### src/rtl/pipe_stage_skid.sv
// Pipeline stage register with valid/ready handshake and a 2-entry skid buffer.
// Also provides flush, a sticky halt lock and a saturating stall-cycle counter.
module pipe_stage_skid #(
    parameter int unsigned DATA_W = 64,
    parameter int unsigned CNT_W  = 16
) (
    input  logic              CLK,
    input  logic              RST,
    input  logic              in_valid,
    output logic              in_ready,
    input  logic [DATA_W-1:0] in_data,
    input  logic              in_halt,
    output logic              out_valid,
    input  logic              out_ready,
    output logic [DATA_W-1:0] out_data,
    output logic              out_halt,
    input  logic              flush,
    input  logic              clr_cnt,
    output logic [CNT_W-1:0]  stall_cnt
);

    typedef enum logic [1:0] {
        StEmpty = 2'd0,
        StOne   = 2'd1,
        StTwo   = 2'd2
    } state_e;

    localparam logic [CNT_W-1:0] CntMax = '1;
    localparam logic [CNT_W-1:0] CntOne = CNT_W'(1);

    state_e             r_state,     w_state_next;
    logic [DATA_W-1:0]  r_main_data, w_main_data_next;
    logic [DATA_W-1:0]  r_skid_data, w_skid_data_next;
    logic               r_main_halt, w_main_halt_next;
    logic               r_skid_halt, w_skid_halt_next;
    logic               r_halt_lock, w_halt_lock_next;
    logic [CNT_W-1:0]   r_stall_cnt, w_stall_cnt_next;
    logic               w_acc;
    logic               w_drn;

    // Handshake outputs depend on registered state only; no out_ready -> in_ready path.
    assign out_valid = (r_state != StEmpty);
    assign in_ready  = (r_state != StTwo) && !r_halt_lock;
    assign out_data  = r_main_data;
    assign out_halt  = r_main_halt;
    assign stall_cnt = r_stall_cnt;

    assign w_acc = in_valid & in_ready;
    assign w_drn = out_valid & out_ready;

    always_comb begin
        w_state_next     = r_state;
        w_main_data_next = r_main_data;
        w_main_halt_next = r_main_halt;
        w_skid_data_next = r_skid_data;
        w_skid_halt_next = r_skid_halt;
        w_halt_lock_next = r_halt_lock;
        w_stall_cnt_next = r_stall_cnt;

        if (flush) begin
            w_state_next     = StEmpty;
            w_main_data_next = '0;
            w_main_halt_next = 1'b0;
            w_skid_data_next = '0;
            w_skid_halt_next = 1'b0;
            w_halt_lock_next = 1'b0;
        end else begin
            if (w_acc && in_halt) begin
                w_halt_lock_next = 1'b1;
            end
            case (r_state)
                StEmpty: begin
                    if (w_acc) begin
                        w_state_next     = StOne;
                        w_main_data_next = in_data;
                        w_main_halt_next = in_halt;
                    end
                end
                StOne: begin
                    if (w_acc && w_drn) begin
                        w_main_data_next = in_data;
                        w_main_halt_next = in_halt;
                    end else if (w_acc) begin
                        w_state_next     = StTwo;
                        w_skid_data_next = in_data;
                        w_skid_halt_next = in_halt;
                    end else if (w_drn) begin
                        w_state_next     = StEmpty;
                        w_main_data_next = '0;
                        w_main_halt_next = 1'b0;
                    end
                end
                StTwo: begin
                    if (w_drn) begin
                        w_state_next     = StOne;
                        w_main_data_next = r_skid_data;
                        w_main_halt_next = r_skid_halt;
                        w_skid_data_next = '0;
                        w_skid_halt_next = 1'b0;
                    end
                end
                default: begin
                    w_state_next     = StEmpty;
                    w_main_data_next = '0;
                    w_main_halt_next = 1'b0;
                    w_skid_data_next = '0;
                    w_skid_halt_next = 1'b0;
                end
            endcase
        end

        // Counter is independent of flush; clear wins over increment.
        if (clr_cnt) begin
            w_stall_cnt_next = '0;
        end else if (out_valid && !out_ready && (r_stall_cnt != CntMax)) begin
            w_stall_cnt_next = r_stall_cnt + CntOne;
        end
    end

    always_ff @(posedge CLK) begin
        if (RST) begin
            r_state     <= StEmpty;
            r_main_data <= '0;
            r_main_halt <= 1'b0;
            r_skid_data <= '0;
            r_skid_halt <= 1'b0;
            r_halt_lock <= 1'b0;
            r_stall_cnt <= '0;
        end else begin
            r_state     <= w_state_next;
            r_main_data <= w_main_data_next;
            r_main_halt <= w_main_halt_next;
            r_skid_data <= w_skid_data_next;
            r_skid_halt <= w_skid_halt_next;
            r_halt_lock <= w_halt_lock_next;
            r_stall_cnt <= w_stall_cnt_next;
        end
    end

endmodule

### config.mk
export PLATFORM = sky130hd
export DESIGN_NAME = pipe_stage_skid
export DESIGN_NICKNAME = d
export VERILOG_FILES = /design/src/rtl/pipe_stage_skid.sv
export SDC_FILE = /design/constraint.sdc
export NUM_CORES = 1
export LEC_CHECK = 0
export CORE_ASPECT_RATIO = 0.8
export CORE_MARGIN = 2
export CORE_UTILIZATION = 44
export CTS_CLUSTER_SIZE = 20
export DETAILED_ROUTE_END_ITERATION = 10
export GPL_ROUTABILITY_DRIVEN = 0
export GPL_TIMING_DRIVEN = 0
export PLACE_DENSITY = 0.8
export SLEW_MARGIN = 15
export SYNTH_ARGS = -nofsm -noshare
export SYNTH_HDL_FRONTEND = slang
export SYNTH_SLANG_ARGS = --single-unit
### constraint.sdc
create_clock -name CLK -period 2 [get_ports CLK]
set_clock_uncertainty 0.05 [all_clocks]
set_input_delay 0.4 -clock CLK [delete_from_list [all_inputs] [get_ports CLK]]
set_output_delay 0.4 -clock CLK [all_outputs]
set_load 0.01 [all_outputs]
==> summary by stage, run 1 <==
Clock network
The clock transition at the registers of the reported paths is 70 ps. CTS saw 149 sinks. The number of clock buffers added by TritonCTS is 17.

The maximum buffer depth of the clock tree is 2. In this run the number of H-tree levels came out at 4. The tree is rooted in a sky130_fd_sc_hd__clkbuf_16. The CTS tree is built. At the later pin of the worst-skew pair, clock insertion delay measures 420 ps.

Timing
The post-route minimum period is 1940 ps. The number of max-slew violations in the final report is 0. Across all setup checks in the final design, the least slack found is 55.2 ps. The actual transition at the worst max-transition pin is 616 ps. Setup repair after global routing could not meet its margin everywhere.

Setup violations remaining at the end of the flow were counted as 0. The final critical path takes up 97.2% of the cycle. The worst slew slack as a fraction of its limit is 58.6%. The number of hold violations in the final report is 0.

The achievable frequency is 0.514 GHz.

Route
The first detailed-routing pass took 5 iterations. The residual antenna-violating net count after detailed routing is 0. Dividing the detail-routed wire length by the instance count gives 16.8 um. Dividing the detail-routed via count by the number of cells gives 5.51. The routed wire length on met3 is 1.65 mm. The uppermost layer routed is met4. For this block, the routed nets add up to 18.4 mm of wire. The total number of vias is 6027. The detailed router put a total of 8.30 mm of wire on met1. In this run, the number of DRC markers left after iteration 0 of detailed routing was 321.

The count of unresolved DRC violations after routing is 0. Detailed routing placed a total of 8.20 mm of wire on met2.

Global route
The largest net degree at the start of global routing is 17. The via count of the first global-routing pass came to 5613. The number of antenna violations at the first check in global routing came to 0. The first-pass GRT wire length is 29.2 mm. The final global-route overflow total is 0.

The global router's overall resource usage is 23.0%.

Synth
The dominant register cell in the synthesized netlist is sky130_fd_sc_hd__dfxtp_1. The synthesized instance count is 718. The number of register bits inferred by synthesis is 149. The unique cell type count in the Yosys netlist is 46.

The area share of the largest cell type after synthesis is 46.0%. The number of synthesis warnings is 0. sky130_fd_sc_hd__dfxtp_1 is the most common cell in the netlist. The library cell with the largest summed area after synthesis is sky130_fd_sc_hd__dfxtp_1. Counting every net in the synthesized netlist gives 790. By area the synthesized netlist is led by sky130_fd_sc_hd__dfxtp_1 46%, sky130_fd_sc_hd__mux2i_1 11%, sky130_fd_sc_hd__a22oi_1 7.5%. After synthesis, the most frequently instantiated cells are 149 x sky130_fd_sc_hd__dfxtp_1, 75 x sky130_fd_sc_hd__nor2_1, 69 x sky130_fd_sc_hd__mux2i_1. The synthesized area per cell is 9.03 sq um.

The share of the yosys chip area belonging to registers is 46.0%. The post-synthesis async set-or-reset flop share is 0%. The synthesized area is 0.00648 sq mm.

The count of flip-flops with a built-in enable after synthesis is 0.

Setup path
Data on the critical path is required at its endpoint by 2240 ps. STA classifies the critical path startpoint as a flop. The number of cells on the worst reg-to-reg path is 5. The endpoint type of the worst setup path is a flop. The worst setup slack for register-to-register paths is 60 ps. The endpoint of the worst register-to-register path is stall_cnt[0]. The largest fanout of any net on the critical path is 7. The worst register-to-register path begins at stall_cnt[0]. The critical path is of the flop to flop type.

At the worst endpoint, the arrival time is 2190 ps.

Worst hold path
The hold path startpoint is out_ready. The type of the tightest min-delay check is input port to flop. The capture endpoint of the worst hold path is r_state[1]. The number of cells on the worst hold path is 2.

Die
For this configuration, the core starts out at a cell density of 45.2%. The number of placement rows is 39. During I/O placement, the number of pins put on the boundary was 154. The die is 113 um tall. The die covers 0.0157 sq mm.

The floorplan core area is 0.0143 sq mm. The floorplan die width is 140 um.

Placed design
The number of port buffers is 152. Prior to clock tree synthesis, the placed netlist has a worst setup slack of -767 ps. Summed over all nets, the half-perimeter wirelength after detailed placement is 12.5 mm. The placed instances occupy a cell area of 0.00823 sq mm.

Layout
Of the cells placed in the final design, the portion with a size suffix greater than 1 is 10.7%. Relative to the synthesized area, the layout overhead comes to 38.4%. The post-route standard cell area excluding fillers is 0.00897 sq mm.

The number of diodes is 0. The number of nets in the finished design is 968.

Run
Max-cap violations in this run came to 0.

Power
The peak supply drop is 618 uV. For this design the ratio of total power to cell area is 779 mW/mm^2. The leakage power of the design is 0.00319 uW.

Status
The run finished with clean final reports.
report_power, final:
| part | total (uW) | switching [uW] | internal [uW] |
|---|---|---|---|
| registers | 3050 | 30.3 | 3020 |
| logic | 762 | 384 | 378 |
| clock network | 3170 | 1400 | 1770 |
| total | 6980 | 1820 | 5170 |
stage by stage:
step | setup TNS [ps] | instances | power (uW) | hold WS (ps) | util, %
floorplan | 0 | 718 | 3480 | 411 | -
global placement | -80490 | 1054 | 3840 | 400 | 57.4
detailed placement | -83300 | 1054 | 3840 | 408 | 57.4
CTS | 0 | 1090 | 7010 | 128 | 62.1
global route | -74.8 | 1093 | 7250 | 154 | 62.5
finish | 0 | 1093 | 6980 | 146 | 62.5
routing by layer:
| metal | global-route usage (%) | up-vias |
|---|---|---|
| met5 | 0 | - |
| met4 | 7.00 | 0 |
| met3 | 7.30 | 19 |
| met2 | 34.8 | 203 |
| met1 | 31.6 | 2856 |
| li1 | - | 2949 |
registers in the layout (all words and copies together) (netlist names):
name,cells
r_halt_lock,1
stall_cnt,16
r_state,2
r_skid_halt,1
r_skid_data,64
out_data,64
out_halt,1
placed cells by master, fill, tap and decap left out, drive strengths merged, types with 5 or more instances in the layout:
cell type,instances
nand2,17
clkbuf,58
clkdlybuf4s50,150
clkinv,5
nand4,5
or3,5
o21ai,5
and2,67
dfxtp,149
nor3,15
inv,13
a21oi,65
buf,28
nand3,60
a211oi,16
mux2i,69
nor2,75
a22oi,65
a31oi,5
cell type report:
| type | count | area (sq um) |
|---|---|---|
| clock inverter | 15 | 164 |
| multi-input combinational | 503 | 3230 |
| timing repair buffer | 160 | 1580 |
| inverter | 5 | 18.8 |
| fill | 1247 | 5380 |
| clock buffer | 17 | 425 |
| sequential | 149 | 2980 |
| tap | 184 | 230 |
| buffer | 60 | 345 |
cells by family after synthesis:
group                    count (synthesis)  synth area share [%]
XOR/XNOR                                 1                 0.135
multiplexers                            69                  10.7
buffers and inverters                   66                  4.87
AO/OA/AOI/OAI                          167                  16.9
AND/OR/NAND/NOR                        265                  21.2
flip-flops                             149                  46.0
adder cells (fa/ha/maj)                  1                 0.193
how the worst max path moves through the flow:
stage / from / endpoint / slack [ps] / depth (start not counted)
2_1_floorplan: out_ready / stall_cnt[13] / 190 / 5
3_3_place_gp: RST / r_skid_data[23] / -720 / 6
3_5_place_dp: RST / r_skid_data[23] / -770 / 6
4_1_cts: r_state[0] / out_data[32] / 20 / 7
5_1_grt: in_valid / out_data[32] / -30 / 7
6_report: stall_cnt[0] / stall_cnt[0] / 60 / 5
timing repair:
action	CTS	global route
resized for setup	28	24
setup endpoints to repair	124	123
hold buffers	0	0
buffers inserted	4	4
critical path: stages (launching register included):
cell	delay (ps)
sky130_fd_sc_hd__dfxtp_1	470
sky130_fd_sc_hd__ha_1	310
sky130_fd_sc_hd__inv_1	130
sky130_fd_sc_hd__nor3_1	500
sky130_fd_sc_hd__a21oi_1	210
sky130_fd_sc_hd__mux2i_1	160
Note: power is estimated with default switching activity, not from simulation.
==> run 2, diff against run 1 <==
--- a/config.mk
+++ b/config.mk
@@ -7,12 +7,12 @@
 export LEC_CHECK = 0
 export CORE_ASPECT_RATIO = 0.8
 export CORE_MARGIN = 2
-export CORE_UTILIZATION = 44
+export CORE_UTILIZATION = 50
 export CTS_CLUSTER_SIZE = 20
 export DETAILED_ROUTE_END_ITERATION = 10
 export GPL_ROUTABILITY_DRIVEN = 0
 export GPL_TIMING_DRIVEN = 0
-export PLACE_DENSITY = 0.8
+export PLACE_DENSITY = 0.88
 export SLEW_MARGIN = 15
 export SYNTH_ARGS = -nofsm -noshare
 export SYNTH_HDL_FRONTEND = slang
==> summary by stage, run 2 (synthesized netlist as in run 1, its figures left out) <==
Clock network
The CTS buffer count is 17 (unchanged). The number of H-tree levels came to 4 (unchanged). The total clock sinks is 149 (unchanged).

The count of hold buffers inserted by post-cts repair is 0 (unchanged). TritonCTS built the clock tree. The clock latency reported for the late side of the worst-skew pair is 420 ps (about the same).

The clock transition at the registers of the reported paths is 60 ps (about the same). The maximum buffer depth of the clock tree came to 2 (unchanged). The tree is rooted in a sky130_fd_sc_hd__clkbuf_16.

Timing
The worst slew slack as a fraction of its limit came to 59.9% (+1.3 points). The achievable frequency is 0.518 GHz (+0.71%). The number of failing setup endpoints in the final timing report is 0 (unchanged). The post-route minimum period came to 1930 ps (-13.6 ps). The actual transition at the worst max-transition pin is 596 ps (-19.9 ps). The share of the clock period used by the worst path after layout is 96.6% (-0.68 points).

The worst setup margin is 68.9 ps (+13.6 ps). The post-route worst hold slack is 151 ps (+4.63 ps). The number of hold violations in the final report is 0 (unchanged). The number of max-slew violations in the final report is 0 (unchanged).

Setup path
The largest fanout of any net on the critical path came to 10 (+3). The worst flop-to-flop path startpoint is r_state[0]. The worst setup slack for register-to-register paths is 80 ps (+20 ps). The origin of the worst setup path is r_state[1].

The required time of the critical path is 1550 ps (-690 ps). STA classifies the critical path endpoint as an output port. The data arrival time at the worst-slack endpoint is 1480 ps (-710 ps). The startpoint class of the critical path is a flop.

The critical path is of the flop to output port type.

Route
The total number of vias was 6183 (+2.6%). The routed wire length per instance is 17.0 um (+1.1%). The residual antenna-violating net count after detailed routing is 0 (unchanged). The via count normalized by instance count is 5.71 (+3.6%). The detailed-route wire length is 18.4 mm (about the same). The count of unresolved DRC violations after routing is 0 (unchanged). The first-iteration detailed-routing DRC count is 504 (+57%). The number of detailed-route iterations in the first pass was 5 (unchanged).

Die
The count of boundary I/O pins is 154 (unchanged). The number of placement rows is 37 (-5.1%). The floorplan core area is 0.0128 sq mm (-11%). The overall die height is 106 um (-6.0%).

The effective utilization at floorplan is 50.7% (+5.5 points). The floorplan die area is 0.0139 sq mm (-12%). The floorplan die width is 131 um (-6.0%).

Power
The leakage power of the design is 0.00318 uW (-0.15%). The peak supply drop came to 659 uV (+6.7%). The total power divided by cell area was 791 mW/mm^2 (+1.5%).

Worst hold path
The hold path startpoint is out_ready. The worst hold path belongs to the class input port to flop.

Global route
The global router's overall resource usage is 26.3% (+3.3 points). The largest net degree at the start of global routing was 17 (unchanged). The number of antenna violations at the first check in global routing is 0 (unchanged). The first-pass GRT wire length is 29.4 mm (+0.92%).

The final global-route overflow total came to 0 (unchanged). The via count of the first global-routing pass came to 5699 (+1.5%).

Layout
The post-synthesis to final-layout area growth is 38.6%. The fraction of the core area covered by cells at the end of the flow came to 70.3% (+7.8 points). Leaving out fill and tap cells, the most frequent cell in the layout is sky130_fd_sc_hd__clkdlybuf4s50_1. The number of diodes is 0 (unchanged). The layout cell share with drive strength beyond 1 is 10.1% (-0.53 points). The filler cell count in the final layout is 990 (-21%). The top cell types in the final layout, fill and taps aside, are 149 x sky130_fd_sc_hd__clkdlybuf4s50_1, 148 x sky130_fd_sc_hd__dfxtp_1, 74 x sky130_fd_sc_hd__nor2_1. The number of nets in the finished design came to 966 (-0.21%).

The post-route standard cell area excluding fillers is 0.00898 sq mm (+0.11%).

Placed design
The placed cell area is 0.00822 sq mm (-0.14%). The total half-perimeter wirelength after legalization and detailed placement was 12.3 mm (-1.7%). The post-place setup slack is -728 ps (+39.7 ps).

The number of port buffers is 152 (unchanged).

Run
The number of max-capacitance violations reported is 0 (unchanged).

Status
The flow ran to the end, and the final reports show no timing, DRC or antenna violations.
## run 2: repair_timing
item | in CTS | in global routing
gates cloned | 0 | 1
pin swaps | 1 | 0
setup endpoints to repair | 124 | 125
setup buffers | 6 | 0
gates resized for setup | 25 | 31
## run 2: power by group
group	switching (uW)	internal (uW)
logic	385	376
clock network	1260	2020
registers	30.0	3020
## run 2: routing by layer
layer / share of wire [%] / vias up / global-route usage [%]
li1: - / 2934 / -
met1: 43 / 2949 / 34.8
met2: 46 / 269 / 40.6
met3: 8.6 / 31 / 8.61
met4: 2.1 / 0 / 8.85
met5: 0 / - / 0
## run 2: through the flow
step	total power, uW	setup TNS [ps]	std cells
finish	7100	0	1082
global route	7330	-3.34	1082
CTS	7130	-4430	1083
detailed placement	3840	-81980	1045
global placement	3830	-78610	1045
floorplan	3480	0	718
## run 2: layout make-up
type | count | area [sq um] | area share, %
clock buffer | 20 | 457 | 5.09
clock inverter | 12 | 151 | 1.69
inverter | 5 | 18.8 | 0.209
multi-input combinational | 503 | 3230 | 36.0
timing repair buffer | 159 | 1570 | 17.5
buffer | 59 | 347 | 3.86
sequential | 149 | 2980 | 33.2
tap | 175 | 219 | 2.44
## run 2: worst max-delay path: stages (launching register included)
cell                              delay (ps)
sky130_fd_sc_hd__dfxtp_2                 330
sky130_fd_sc_hd__buf_6                   130
sky130_fd_sc_hd__nor2b_4                 130
sky130_fd_sc_hd__buf_8                   140
sky130_fd_sc_hd__nor2_2                  100
sky130_fd_sc_hd__clkdlybuf4s15_2         230
## run 2: path summary, 6_finish.rpt
| check | endpoint | cells past startpoint |
|---|---|---|
| worst max-delay path | in_ready | 5 |
| worst max register to register | r_skid_data[47] | 7 |
| worst min register to register | out_data[12] | 2 |
| worst min-delay path | r_state[1] | 2 |
==> run 3, diff against run 2 <==
--- a/config.mk
+++ b/config.mk
@@ -5,7 +5,7 @@
 export SDC_FILE = /design/constraint.sdc
 export NUM_CORES = 1
 export LEC_CHECK = 0
-export CORE_ASPECT_RATIO = 0.8
+export CORE_ASPECT_RATIO = 0.5
 export CORE_MARGIN = 2
 export CORE_UTILIZATION = 50
 export CTS_CLUSTER_SIZE = 20
==> summary by stage, run 3 (synthesized netlist as in run 1, its figures left out) <==
Route
The residual antenna-violating net count after detailed routing is 0 (unchanged). The total number of vias is 6264 (+1.3%). The via count normalized by instance count is 5.80 (+1.5%). The first-iteration detailed-routing DRC count is 458 (-9.1%). The number of detailed-route iterations in the first pass is 5 (unchanged). The detailed-route wire length is 18.8 mm (+1.9%). The count of unresolved DRC violations after routing is 0 (unchanged). The routed wire length per instance is 17.4 um (+2.1%).

Placed design
The number of port buffers is 152 (unchanged). The post-place setup slack was -630 ps (+98.0 ps). The total half-perimeter wirelength after legalization and detailed placement is 12.7 mm (+3.9%). The post-placement cell count is 1040 (-0.48%).

Layout
The final instance count without filler cells is 1080 (-0.18%). The area occupied by multi-input gates is 0.00323 sq mm (about the same). The number of nets in the finished design is 969 (+0.31%).

The layout cell share with drive strength beyond 1 is 10.0% (-0.14 points). The flip-flop and latch area is 0.00298 sq mm (about the same). The filler cell count in the final layout is 926 (-6.5%).

The number of diodes is 0 (unchanged). Compared with the post-synthesis result, the final layout area differs by 37.9%. The top cell types in the final layout, fill and taps aside, are 149 x sky130_fd_sc_hd__clkdlybuf4s50_1, 149 x sky130_fd_sc_hd__dfxtp_1, 75 x sky130_fd_sc_hd__nor2_1.

Setup path
The worst path buffer plus inverter count was 1 (-2). The data arrival time at the worst-slack endpoint was 1500 ps (+20 ps). The critical path is of the flop to output port type. The worst setup path is captured at an output port. The cell with the largest stage delay on the worst path is sky130_fd_sc_hd__clkdlybuf4s50_1.

The required time of the critical path is 1550 ps (about the same). The largest fanout of any net on the critical path is 7 (-3). The category of cells accounting for the largest share of critical-path delay is buffers and inverters.

The largest stage delay on the critical path is 600 ps (+270 ps). Walking the worst path, the cells encountered are clkdlybuf4s50_1. The startpoint class of the critical path is a flop.

Power
The clock group share of total power is 44.6% (-1.7 points). The switching power summed over all nets is 1720 uW (+2.2%). The leakage power of the design is 0.00319 uW (+0.14%). The switching portion of total power was 24.9% (+1.3 points).

The design internal power is 5170 uW (-4.7%). The peak supply drop was 474 uV (-28%). The total power divided by cell area was 770 mW/mm^2 (-2.6%). The sequential group share of total power was 44.4% (+1.4 points). The part of the total power dissipated in combinational logic is 11.0% (+0.3 points).

Run
The number of max-capacitance violations reported is 0 (unchanged).

Clock network
The clock latency reported for the late side of the worst-skew pair is 420 ps (about the same). The clock transition at the registers of the reported paths is 60 ps (about the same). The number of H-tree levels is 4 (unchanged). The cell sitting at the root of the clock tree is a sky130_fd_sc_hd__clkbuf_16. The count of hold buffers inserted by post-cts repair came to 0 (unchanged).

The maximum buffer depth of the clock tree is 2 (unchanged). The total clock sinks is 149 (unchanged). The CTS buffer count came to 17 (unchanged). TritonCTS built the clock tree.

Timing
The post-route minimum period is 1950 ps (+18.5 ps). The worst slew slack as a fraction of its limit is 62.5% (+2.6 points). The number of max-slew violations in the final report is 0 (unchanged).

The achievable frequency is 0.513 GHz (-0.95%). The number of hold violations in the final report is 0 (unchanged). Setup repair after global routing could not meet its margin everywhere. The worst setup margin is 50.3 ps (-18.5 ps). The actual transition at the worst max-transition pin is 563 ps (-33.5 ps). The share of the clock period used by the worst path after layout is 97.5% (+0.93 points). The number of failing setup endpoints in the final timing report is 0 (unchanged).

Worst hold path
The tightest min-delay check is of the input port to flop type.

Die
The count of boundary I/O pins is 154 (unchanged). The floorplan die width is 165 um (+26%). The floorplan core area was 0.0127 sq mm (-0.89%). The effective utilization at floorplan is 51.2% (+0.46 points). The number of placement rows was 29 (-22%). The floorplan die area is 0.0139 sq mm (+0.36%). The overall die height came to 84.5 um (-20%).

Global route
The largest net degree at the start of global routing was 17 (unchanged). The final global-route overflow total is 0 (unchanged). The number of antenna violations at the first check in global routing is 0 (unchanged). The global router's overall resource usage is 26.5% (+0.15 points). The via count of the first global-routing pass is 6007 (+5.4%). The first-pass GRT wire length is 29.5 mm (+0.26%).

Status
The run finished with clean final reports.
run 3: worst paths after layout:
kind / startpoint / to / slack [ps] / cells past startpoint
setup reg to reg: r_state[0] / out_data[57] / 100 / 7
hold / removal: out_ready / r_state[1] / 150 / 2
hold reg to reg: out_data[32] / out_data[32] / 410 / 2
setup / recovery: stall_cnt[2] / stall_cnt[2] / 50 / 1
run 3: layer usage:
layer | routed length [um] | track usage [%] | vias up | share of wire [%]
met1 | 8290 | 34.3 | 3048 | 44
met5 | 0 | 0 | - | 0
met2 | 9080 | 44.0 | 231 | 48
met4 | 411 | 9.96 | 0 | 2.2
met3 | 981 | 5.04 | 34 | 5.2
li1 | - | - | 2951 | -
run 3: power by group through the flow:
stage | registers, uW | clock network, uW | logic, uW
after floorplan | 3140 | 0 | 341
after global placement | 3120 | 0 | 709
after detailed placement | 3120 | 0 | 725
after CTS | 3050 | 3060 | 740
after global routing | 3060 | 3180 | 812
final | 3050 | 3070 | 759
run 3: final cells by class:
cell class              count  area share (%)
plain buffers              61            3.92
clock buffers              20            5.11
clock inverters            12            1.18
inverters                   5           0.210
multi-input cells         503            36.1
flip-flops and latches    149            33.4
well taps                 170            2.38
repair buffers            160            17.7
run 3: through the flow:
step / power, uW / TNS [ps] / util [%] / area (sq um) / hold WS [ps]
after detailed placement: 3840 / -67100 / 64.9 / 8210 / 407
after global routing: 7050 / -307 / 70.6 / 8940 / 152
after floorplan: 3480 / 0 / - / 6480 / 411
after CTS: 6850 / 0 / 69.9 / 8850 / 137
after global placement: 3830 / -66450 / 64.9 / 8210 / 403
final: 6880 / 0 / 70.6 / 8940 / 152
run 3: timing repair:
item / 4_1_cts / 5_1_grt
endpoints found under the setup margin: 117 / 90
setup buffers: 1 / 7
resized for setup: 31 / 15
